--- config.mk ---
export PLATFORM = sky130hd
export DESIGN_NAME = rf_wb_arbiter_flat
export DESIGN_NICKNAME = d
export VERILOG_FILES = /design/src/rtl/rf_wb_arbiter_if.sv /design/src/rtl/rf_wb_arbiter.sv /design/src/flat_wrapper.sv
export SDC_FILE = /design/constraint.sdc
export NUM_CORES = 1
export LEC_CHECK = 0
export BUFFER_PORTS_ARGS = -buffer_cell sky130_fd_sc_hd__buf_2
export CAP_MARGIN = 15
export CORE_ASPECT_RATIO = 0.7
export CORE_UTILIZATION = 55
export CTS_CLUSTER_DIAMETER = 100
export DETAILED_ROUTE_END_ITERATION = 8
export PLACE_DENSITY = 0.81
export SKIP_CTS_REPAIR_TIMING = 1
export SYNTH_ARGS = -nofsm -noshare
export SYNTH_HDL_FRONTEND = slang
export SYNTH_SLANG_ARGS = --single-unit
export TNS_END_PERCENT = 5
--- constraint.sdc ---
create_clock -name clk -period 3.2 [get_ports clk]
set_input_delay 0.32 -clock clk [delete_from_list [all_inputs] [get_ports clk]]
set_output_delay 0.32 -clock clk [all_outputs]
set_load 0.02 [all_outputs]
--- src/rtl/rf_wb_arbiter_if.sv ---
`timescale 1ns/1ps
`default_nettype none
// ============================================================================
// Module      : rf_wb_arbiter_if
// Description : Bundle of the regfile write-port arbiter's bus signals.
//               Groups the pipeline writeback input, the multi-cycle result
//               handshake, the issue check, the decode hazard query and the
//               regfile write port.
//   master : environment side (pipeline, multi-cycle unit, decode, regfile)
//   slave  : arbiter side
// Revision    : 1.0 - initial release
// ============================================================================
interface rf_wb_arbiter_if #(
    parameter int XLEN = 32,
    parameter int AW   = 5
);
    // Pipeline writeback stage
    logic            p_we;
    logic [AW-1:0]   p_rd;
    logic [XLEN-1:0] p_wd;
    // Multi-cycle result handshake
    logic            m_valid;
    logic [AW-1:0]   m_rd;
    logic [XLEN-1:0] m_wd;
    logic            m_ready;
    // Multi-cycle issue
    logic            iss_valid;
    logic [AW-1:0]   iss_rd;
    logic            iss_ready;
    // Decode hazard query
    logic [AW-1:0]   chk_rs1;
    logic [AW-1:0]   chk_rs2;
    logic [AW-1:0]   chk_rd;
    logic            hazard;
    // Front-end stall request and protocol error
    logic            stall_req;
    logic            err;
    // Regfile write port
    logic            we3;
    logic [AW-1:0]   a3;
    logic [XLEN-1:0] wd3;

    modport master (
        output p_we, p_rd, p_wd,
        output m_valid, m_rd, m_wd,
        input  m_ready,
        output iss_valid, iss_rd,
        input  iss_ready,
        output chk_rs1, chk_rs2, chk_rd,
        input  hazard, stall_req, err,
        input  we3, a3, wd3
    );

    modport slave (
        input  p_we, p_rd, p_wd,
        input  m_valid, m_rd, m_wd,
        output m_ready,
        input  iss_valid, iss_rd,
        output iss_ready,
        input  chk_rs1, chk_rs2, chk_rd,
        output hazard, stall_req, err,
        output we3, a3, wd3
    );
endinterface
`default_nettype wire

--- src/rtl/rf_wb_arbiter.sv ---
`timescale 1ns/1ps
`default_nettype none
// ============================================================================
// Module      : rf_wb_arbiter
// Description : Shares the single regfile write port between the in-order
//               writeback stage (always wins) and a multi-cycle unit whose
//               results are queued in a small FIFO and drained in idle port
//               cycles. A per-register pending scoreboard raises a decode
//               hazard for destinations still owed by the multi-cycle unit.
// Ports       : clk   - clock, rising edge
//               reset - asynchronous, active-low; clears all state
//               bus   - rf_wb_arbiter_if.slave (pipeline/multi-cycle inputs,
//                       issue check, hazard query, stall_req, err, we3/a3/wd3)
// Revision    : 1.0 - initial release
// ============================================================================
module rf_wb_arbiter #(
    parameter int XLEN       = 32,
    parameter int AW         = 5,
    parameter int FIFO_DEPTH = 2,
    parameter int STARVE_MAX = 4
) (
    input  wire logic       clk,
    input  wire logic       reset,
    rf_wb_arbiter_if.slave  bus
);
    localparam int NREG = 1 << AW;
    localparam int PW   = $clog2(FIFO_DEPTH);
    localparam int CW   = $clog2(STARVE_MAX + 1);
    localparam logic [CW-1:0] STARVE_LIM = CW'(STARVE_MAX);

    // ------------------------------------------------------------------
    // State
    // ------------------------------------------------------------------
    logic [AW-1:0]   fifo_rd_q [FIFO_DEPTH];
    logic [XLEN-1:0] fifo_wd_q [FIFO_DEPTH];
    // Pointers carry one extra MSB so full and empty are distinguishable
    logic [PW:0]     wr_ptr_q, wr_ptr_d;
    logic [PW:0]     rd_ptr_q, rd_ptr_d;
    logic [NREG-1:0] pend_q, pend_d;
    logic [CW-1:0]   starve_q, starve_d;
    logic            err_q, err_d;

    // ------------------------------------------------------------------
    // Combinational decode
    // ------------------------------------------------------------------
    logic            fifo_empty;
    logic            fifo_full;
    logic [AW-1:0]   head_rd;
    logic [XLEN-1:0] head_wd;
    logic            p_win;
    logic            pop;
    logic            push_acc;
    logic            push;
    logic            iss_set;

    assign fifo_empty = (wr_ptr_q == rd_ptr_q);
    assign fifo_full  = (wr_ptr_q[PW] != rd_ptr_q[PW]) &&
                        (wr_ptr_q[PW-1:0] == rd_ptr_q[PW-1:0]);
    assign head_rd    = fifo_rd_q[rd_ptr_q[PW-1:0]];
    assign head_wd    = fifo_wd_q[rd_ptr_q[PW-1:0]];

    // A pipeline write to x0 is a no-op and leaves the port free for the FIFO
    assign p_win      = bus.p_we && (bus.p_rd != '0);
    assign pop        = !p_win && !fifo_empty;

    // Ready depends only on registered fullness; a same-cycle pop does not
    // open a slot, keeping the pop->ready path out of the logic cone.
    assign push_acc   = bus.m_valid && !fifo_full;
    assign push       = push_acc && (bus.m_rd != '0);
    assign iss_set    = bus.iss_valid && !pend_q[bus.iss_rd] && (bus.iss_rd != '0);

    // ------------------------------------------------------------------
    // Outputs
    // ------------------------------------------------------------------
    assign bus.m_ready   = !fifo_full;
    assign bus.iss_ready = !pend_q[bus.iss_rd];
    assign bus.hazard    = ((bus.chk_rs1 != '0) && pend_q[bus.chk_rs1]) ||
                           ((bus.chk_rs2 != '0) && pend_q[bus.chk_rs2]) ||
                           ((bus.chk_rd  != '0) && pend_q[bus.chk_rd]);
    assign bus.stall_req = (starve_q == STARVE_LIM);
    assign bus.err       = err_q;

    // The write port is gated by reset so a held pipeline write cannot reach
    // the regfile while the block is being cleared.
    always_comb begin
        bus.we3 = 1'b0;
        bus.a3  = '0;
        bus.wd3 = '0;
        if (reset) begin
            if (p_win) begin
                bus.we3 = 1'b1;
                bus.a3  = bus.p_rd;
                bus.wd3 = bus.p_wd;
            end else if (pop) begin
                bus.we3 = 1'b1;
                bus.a3  = head_rd;
                bus.wd3 = head_wd;
            end
        end
    end

    // ------------------------------------------------------------------
    // Next-state
    // ------------------------------------------------------------------
    always_comb begin
        wr_ptr_d = wr_ptr_q + (PW+1)'(push);
        rd_ptr_d = rd_ptr_q + (PW+1)'(pop);

        // The cleared and set registers never coincide: an issue to a
        // pending register is refused.
        pend_d = pend_q;
        if (pop) begin
            pend_d[head_rd] = 1'b0;
        end
        if (iss_set) begin
            pend_d[bus.iss_rd] = 1'b1;
        end

        starve_d = starve_q;
        if (fifo_empty || pop) begin
            starve_d = '0;
        end else if (starve_q != STARVE_LIM) begin
            starve_d = starve_q + 1'b1;
        end

        err_d = err_q;
        if (push && !pend_q[bus.m_rd]) begin
            err_d = 1'b1;
        end
        if (bus.iss_valid && pend_q[bus.iss_rd]) begin
            err_d = 1'b1;
        end
    end

    // ------------------------------------------------------------------
    // Registers
    // ------------------------------------------------------------------
    always_ff @(posedge clk or negedge reset) begin
        if (!reset) begin
            wr_ptr_q <= '0;
            rd_ptr_q <= '0;
            pend_q   <= '0;
            starve_q <= '0;
            err_q    <= 1'b0;
        end else begin
            wr_ptr_q <= wr_ptr_d;
            rd_ptr_q <= rd_ptr_d;
            pend_q   <= pend_d;
            starve_q <= starve_d;
            err_q    <= err_d;
        end
    end

    // Queue storage needs no reset: the pointers define which slots are live
    always_ff @(posedge clk) begin
        if (push) begin
            fifo_rd_q[wr_ptr_q[PW-1:0]] <= bus.m_rd;
            fifo_wd_q[wr_ptr_q[PW-1:0]] <= bus.m_wd;
        end
    end

endmodule
`default_nettype wire
--- src/flat_wrapper.sv ---
// flat-port wrapper written by rule: the top's interface ports become plain ports
module rf_wb_arbiter_flat 
#(
    parameter int XLEN       = 32,
    parameter int AW         = 5,
    parameter int FIFO_DEPTH = 2,
    parameter int STARVE_MAX = 4
)
  (clk, reset, bus_p_we, bus_p_rd, bus_p_wd, bus_m_valid, bus_m_rd, bus_m_wd, bus_m_ready, bus_iss_valid, bus_iss_rd, bus_iss_ready, bus_chk_rs1, bus_chk_rs2, bus_chk_rd, bus_hazard, bus_stall_req, bus_err, bus_we3, bus_a3, bus_wd3);
  rf_wb_arbiter_if #(.XLEN(XLEN), .AW(AW)) bus_i ();
  input  wire logic clk;
  input  wire logic reset;
  input wire logic [$bits(bus_i.p_we)-1:0] bus_p_we;
  input wire logic [$bits(bus_i.p_rd)-1:0] bus_p_rd;
  input wire logic [$bits(bus_i.p_wd)-1:0] bus_p_wd;
  input wire logic [$bits(bus_i.m_valid)-1:0] bus_m_valid;
  input wire logic [$bits(bus_i.m_rd)-1:0] bus_m_rd;
  input wire logic [$bits(bus_i.m_wd)-1:0] bus_m_wd;
  output wire logic [$bits(bus_i.m_ready)-1:0] bus_m_ready;
  input wire logic [$bits(bus_i.iss_valid)-1:0] bus_iss_valid;
  input wire logic [$bits(bus_i.iss_rd)-1:0] bus_iss_rd;
  output wire logic [$bits(bus_i.iss_ready)-1:0] bus_iss_ready;
  input wire logic [$bits(bus_i.chk_rs1)-1:0] bus_chk_rs1;
  input wire logic [$bits(bus_i.chk_rs2)-1:0] bus_chk_rs2;
  input wire logic [$bits(bus_i.chk_rd)-1:0] bus_chk_rd;
  output wire logic [$bits(bus_i.hazard)-1:0] bus_hazard;
  output wire logic [$bits(bus_i.stall_req)-1:0] bus_stall_req;
  output wire logic [$bits(bus_i.err)-1:0] bus_err;
  output wire logic [$bits(bus_i.we3)-1:0] bus_we3;
  output wire logic [$bits(bus_i.a3)-1:0] bus_a3;
  output wire logic [$bits(bus_i.wd3)-1:0] bus_wd3;
  assign bus_i.p_we = bus_p_we;
  assign bus_i.p_rd = bus_p_rd;
  assign bus_i.p_wd = bus_p_wd;
  assign bus_i.m_valid = bus_m_valid;
  assign bus_i.m_rd = bus_m_rd;
  assign bus_i.m_wd = bus_m_wd;
  assign bus_m_ready = bus_i.m_ready;
  assign bus_i.iss_valid = bus_iss_valid;
  assign bus_i.iss_rd = bus_iss_rd;
  assign bus_iss_ready = bus_i.iss_ready;
  assign bus_i.chk_rs1 = bus_chk_rs1;
  assign bus_i.chk_rs2 = bus_chk_rs2;
  assign bus_i.chk_rd = bus_chk_rd;
  assign bus_hazard = bus_i.hazard;
  assign bus_stall_req = bus_i.stall_req;
  assign bus_err = bus_i.err;
  assign bus_we3 = bus_i.we3;
  assign bus_a3 = bus_i.a3;
  assign bus_wd3 = bus_i.wd3;
  rf_wb_arbiter #(.XLEN(XLEN), .AW(AW), .FIFO_DEPTH(FIFO_DEPTH), .STARVE_MAX(STARVE_MAX)) u_core (.clk(clk), .reset(reset), .bus(bus_i));
endmodule
==> results of run 1 <==
area by class of cell:
class / instances / area share
Clock buffer: 17 / 0.0540
Tap cell: 153 / 0.0243
Timing Repair Buffer: 150 / 0.101
Multi-Input combinational cell: 373 / 0.388
Sequential cell: 114 / 0.410
Clock inverter: 15 / 0.0188
Inverter: 7 / 0.00334
worst max-delay path: stages, from the launching register on:
cell and delay, ns:
dfrtp_2 0.49, xnor2_1 0.29, and2_1 0.32, buf_4 0.40, a21boi_0 0.19, o211a_1 0.18, buf_2 0.16
per-stage QoR:
stage,util,instance area (um2),setup WS (ns)
6_report,0.702,7870,0.424
5_1_grt,0.702,7870,0.257
4_1_cts,0.702,7870,0.424
3_5_place_dp,0.651,7300,0.440
3_3_place_gp,0.651,7300,0.601
2_1_floorplan,-,6460,0.736
where the power goes:
part / leakage (nW) / internal, mW / switching, mW
clock network: 0.276 / 1.09 / 0.728
logic: 1.69 / 1.22 / 1.60
registers: 1.18 / 2.15 / 0.527
final timing paths:
path	from	slack, ns	end	cells after the start
setup / recovery	u_core.rd_ptr_q[0]	0.42	bus_a3[4]	6
hold / removal	bus_m_wd[10]	0.09	u_core.fifo_wd_q[1][10]	1
setup reg to reg	u_core.rd_ptr_q[1]	0.96	u_core.fifo_rd_q[1][2]	5
hold reg to reg	u_core.rd_ptr_q[1]	0.48	u_core.rd_ptr_q[1]	1
max in group asynchronous	reset	2.58	u_core.rd_ptr_q[0]	2
min in group asynchronous	reset	0.22	u_core.pend_q[18]	2
state kept, by name, indices dropped and copies added, names as in the netlist:
name              flops
u_core.starve_q       3
u_core.bus.err        1
u_core.fifo_rd_q     10
u_core.wr_ptr_q       2
u_core.fifo_wd_q     64
u_core.pend_q        32
u_core.rd_ptr_q       2
layer usage:
layer	up-vias	GRT usage
met5	-	0
met4	0	0.127
met3	37	0.0810
met2	283	0.463
met1	2546	0.397
li1	2328	-
Yosys cell counts, types with 7 or more instances:
master	n
nand3b_1	10
nor3_1	37
dfrtp_1	40
o21ai_1	31
a21oi_1	38
nand3_1	8
o21ai_0	33
nand2_1	16
nor2b_1	40
inv_1	7
clkbuf_1	25
mux2i_1	47
edfxtp_1	74
mux4_2	37
cell families after synthesis:
group,share of synthesized area
compound gates,0.106
xor+xnor,0.00678
fa+ha+maj,0.00969
buf+inv,0.0285
flops,0.499
mux,0.212
simple gates,0.138
==> results_dict.tcl, run 1 <==
set metrics [dict create \
    htreeDepth 4 \
    ioPinCount 142 \
    worst_pin_slew_ns 0.869 \
    fp-row-count 32 \
    status "finished clean" \
    cts.sinks 114 \
    via_count 5194 \
    io_buffers 141 \
    syn_area_per_cell_um2 12.1 \
    grt_usage 0.298 \
    overflow 0 \
    cp-end-kind "output pin" \
    multi_input_area_um2 3060 \
    layout.cells.non_filler 829 \
    syn2layout_area_growth_pct 21.9 \
    num-fill-cells 801 \
    ys_ff_latch 114 \
    timing.fmax_mhz 360 \
    power_mw 7.32 \
    place_inst 797 \
    synth_area_leader_cell "edfxtp_1" \
    ir_worst_vdd_mv 0.569 \
    seq_area_frac_synth 0.499 \
    numCtsBuffers 17 \
    diodes 0 \
    final_cell_mix "buf_2, edfxtp_1, mux2i_1" \
    yosysUniqueCellTypes 47 \
    arrival_ns 2.46 \
    hpwlAfterDp_um 12500 \
    grt_pass1_vias 5244 \
    gp_congestion 0.958 \
    wl_met2_um 8130 \
    drc 0 \
    leakage_nw 3.15 \
    nNetsFinal 767 \
    initial_utilization 0.576 \
    p_per_area_nw_per_um2 929 \
    dieArea_um2 12200 \
    synth_nets 636 \
    finalWirelength_um 17300 \
    setup_viol 0 \
    via_per_inst 6.27 \
    antenna_found_initial 0 \
    clock_latency_ns 0.41 \
    cp_max_fo 35 \
    drive_above_1_share 0.351 \
    grt_pass1_wl_um 27200 \
    fin_crit_sh 0.867 \
    grt_max_degree 39 \
    wl_met1_um 7110 \
    cts-root-buf "clkbuf_16" \
    setup-tns-final_ns 0 \
    cts_buffer_depth 2 \
    min_period_ns 2.78 \
    ant_nets 0 \
    wl_per_cell_um 20.9 \
    synth_area_leaders "edfxtp_1, dfrtp_1, mux4_2" \
    start_kind "flip-flop" \
    finalHoldViolCount 0 \
    drtPass1Iterations 5 \
    synthArstFlopShare 0.351 \
    path_clk_slew_ns 0.06 \
    timing.hold.ws_ns 0.0923 \
    cp.required_ns 2.88 \
    regArea_um2 3220 \
    drv_cap 0 \
    slew_headroom 0.404 \
    drv_slew 0 \
    die_h_um 92.7 \
    ys_warn_count 0 \
    synth-main-ff-cell "edfxtp_1" \
    final_common_cell "buf_2" \
    syn_inst 532 \
    top_layer_used "met4" \
    worstHoldPathType "in2reg" \
    synth_edf_count 74 \
    cts_tree "yes" \
    fin_skew_ns 0.00660 \
    core_area_um2 11200 \
    worstSetupPathType "reg2out" \
    die_w_um 132 \
    drt_first_iter_violations 511 \
    synth.cell_area_um2 6460 \
    rsz0062_at_grt "no" \
    dr_wl_met3_um 1700 \
    yosys.area.top_type_share 0.344 \
]
Power figures use the tool's default switching activity.
==> inputs of run 2 (changes only) <==
--- a/config.mk
+++ b/config.mk
@@ -11,6 +11,7 @@
 export CORE_UTILIZATION = 55
 export CTS_CLUSTER_DIAMETER = 100
 export DETAILED_ROUTE_END_ITERATION = 8
+export MAX_ROUTING_LAYER = met4
 export PLACE_DENSITY = 0.81
 export SKIP_CTS_REPAIR_TIMING = 1
 export SYNTH_ARGS = -nofsm -noshare
==> run 2 against run 1 <==
Compared with the run above: register-to-register slack got worse by 0.08 ns; final area decreased by 0.35%; clock-buffer cell count unchanged; non-clock buffer count decreased by 2; via count decreased by 0.77%.
==> results_dict.tcl, run 2 (same netlist as run 1, synthesis figures left out) <==
set metrics [dict create \
    status "finished clean" \
    grt_pass1_vias 5159 \
    drc 0 \
    timing.fmax_mhz 359 \
    wl_per_cell_um 21.2 \
    start_kind "flip-flop" \
    via_per_inst 6.23 \
    fin_skew_ns 0.0102 \
    overflow 0 \
    die_w_um 132 \
    numCtsBuffers 17 \
    arrival_ns 2.47 \
    clock_latency_ns 0.42 \
    hpwlAfterDp_um 12200 \
    drv_cap 0 \
    ant_nets 0 \
    final_cell_mix "buf_2, edfxtp_1, mux2i_1" \
    drt_first_iter_violations 423 \
    fin_crit_sh 0.871 \
    drv_slew 0 \
    dp_worst_setup_slack_ns 0.521 \
    cts.sinks 114 \
    worstHoldPathType "in2reg" \
    ir_worst_vdd_mv 0.496 \
    final_common_cell "buf_2" \
    placed_cell_area_um2 7280 \
    grt_usage 0.311 \
    num-fill-cells 817 \
    worst_pin_slew_ns 0.979 \
    cp_max_fo 6 \
    rsz0062_at_grt "no" \
    cts_tree "yes" \
    cts_buffer_depth 2 \
    cts-root-buf "clkbuf_16" \
    finalWirelength_um 17600 \
    diodes 0 \
    fin_area_um2 7840 \
    drive_above_1_share 0.349 \
    fin_util 0.700 \
    via_count 5154 \
    power_mw 7.28 \
    largest_register_ffs 64 \
    io_buffers 141 \
    cp.required_ns 2.88 \
    finalWorstSetupSlack_ns 0.414 \
    syn2layout_area_growth_pct 21.4 \
    setup-tns-final_ns 0 \
    core_area_um2 11200 \
    htreeDepth 4 \
    drtPass1Iterations 5 \
    min_period_ns 2.79 \
    antenna_found_initial 0 \
    cp-end-kind "output pin" \
    slowest_delay_ns 0.49 \
    slew_headroom 0.329 \
    ioPinCount 142 \
    fp-row-count 32 \
    worstSetupPathType "reg2out" \
    grt_max_degree 42 \
    initial_utilization 0.576 \
    grt_pass1_wl_um 27600 \
    critPathSlowestCell "mux4_2" \
    die_h_um 92.7 \
    path_clk_slew_ns 0.06 \
    leakage_nw 3.13 \
    path_cells "mux4_2 > a22o_1 > nor4_4 > nor2b_1 > buf_2" \
    dieArea_um2 12200 \
    nNetsFinal 765 \
    finalHoldViolCount 0 \
    setup_viol 0 \
    p_per_area_nw_per_um2 929 \
    gp_congestion 0.989 \
]
[run 2: cell count changes in the layout (fill, tap and decap cells not counted), sizes merged]
| cell | change |
|---|---|
| buf | -2 |
| clkinv | +3 |
| inv | -5 |
| clkinvlp | +2 |
[run 2: through the flow]
step	hold WS, ns	cells
floorplan	0.0244	532
global placement	0.473	795
detailed placement	0.481	795
CTS	0.0768	827
global route	0.0729	827
finish	0.0874	827
[run 2: report_power, final]
part,switching (mW),leakage [nW],total [mW],internal (mW)
sequential,0.550,1.18,2.70,2.15
clock,0.711,0.264,1.78,1.07
combinational,1.59,1.69,2.80,1.21
[run 2: area by class of cell]
class / count / area [um2] / share of cell area
timing repair buffer: 148 / 783 / 0.0999
clock inverter: 15 / 135 / 0.0172
inverter: 7 / 26.3 / 0.00335
sequential: 114 / 3220 / 0.411
tap: 153 / 191 / 0.0244
clock buffer: 17 / 425 / 0.0542
multi-input combinational: 373 / 3060 / 0.390
[run 2: routing by layer]
layer / track usage / up-vias / part of all wire
met4: 0.113 / 0 / 0.024
li1: - / 2322 / -
met3: 0.103 / 45 / 0.11
met2: 0.462 / 285 / 0.46
met1: 0.403 / 2502 / 0.41
met5: - / - / 0
[run 2: critical path, delay by kind of cell (launching register included)]
kind            cells  cell delay (ns)
mux                 1             0.49
compound gates      1             0.27
simple gates        2             0.64
flops               1             0.47
buf+inv             1             0.17
[run 2: worst paths after layout]
check	from	slack, ns	to	depth (start not counted)
setup / recovery	u_core.pend_q[23]	0.41	bus_iss_ready	5
hold / removal	bus_m_wd[10]	0.09	u_core.fifo_wd_q[0][10]	1
setup reg to reg	u_core.rd_ptr_q[0]	0.88	u_core.pend_q[20]	6
hold reg to reg	u_core.bus.err	0.49	u_core.bus.err	2
max in group asynchronous	reset	2.34	u_core.pend_q[30]	2
min in group asynchronous	reset	0.47	u_core.rd_ptr_q[0]	2
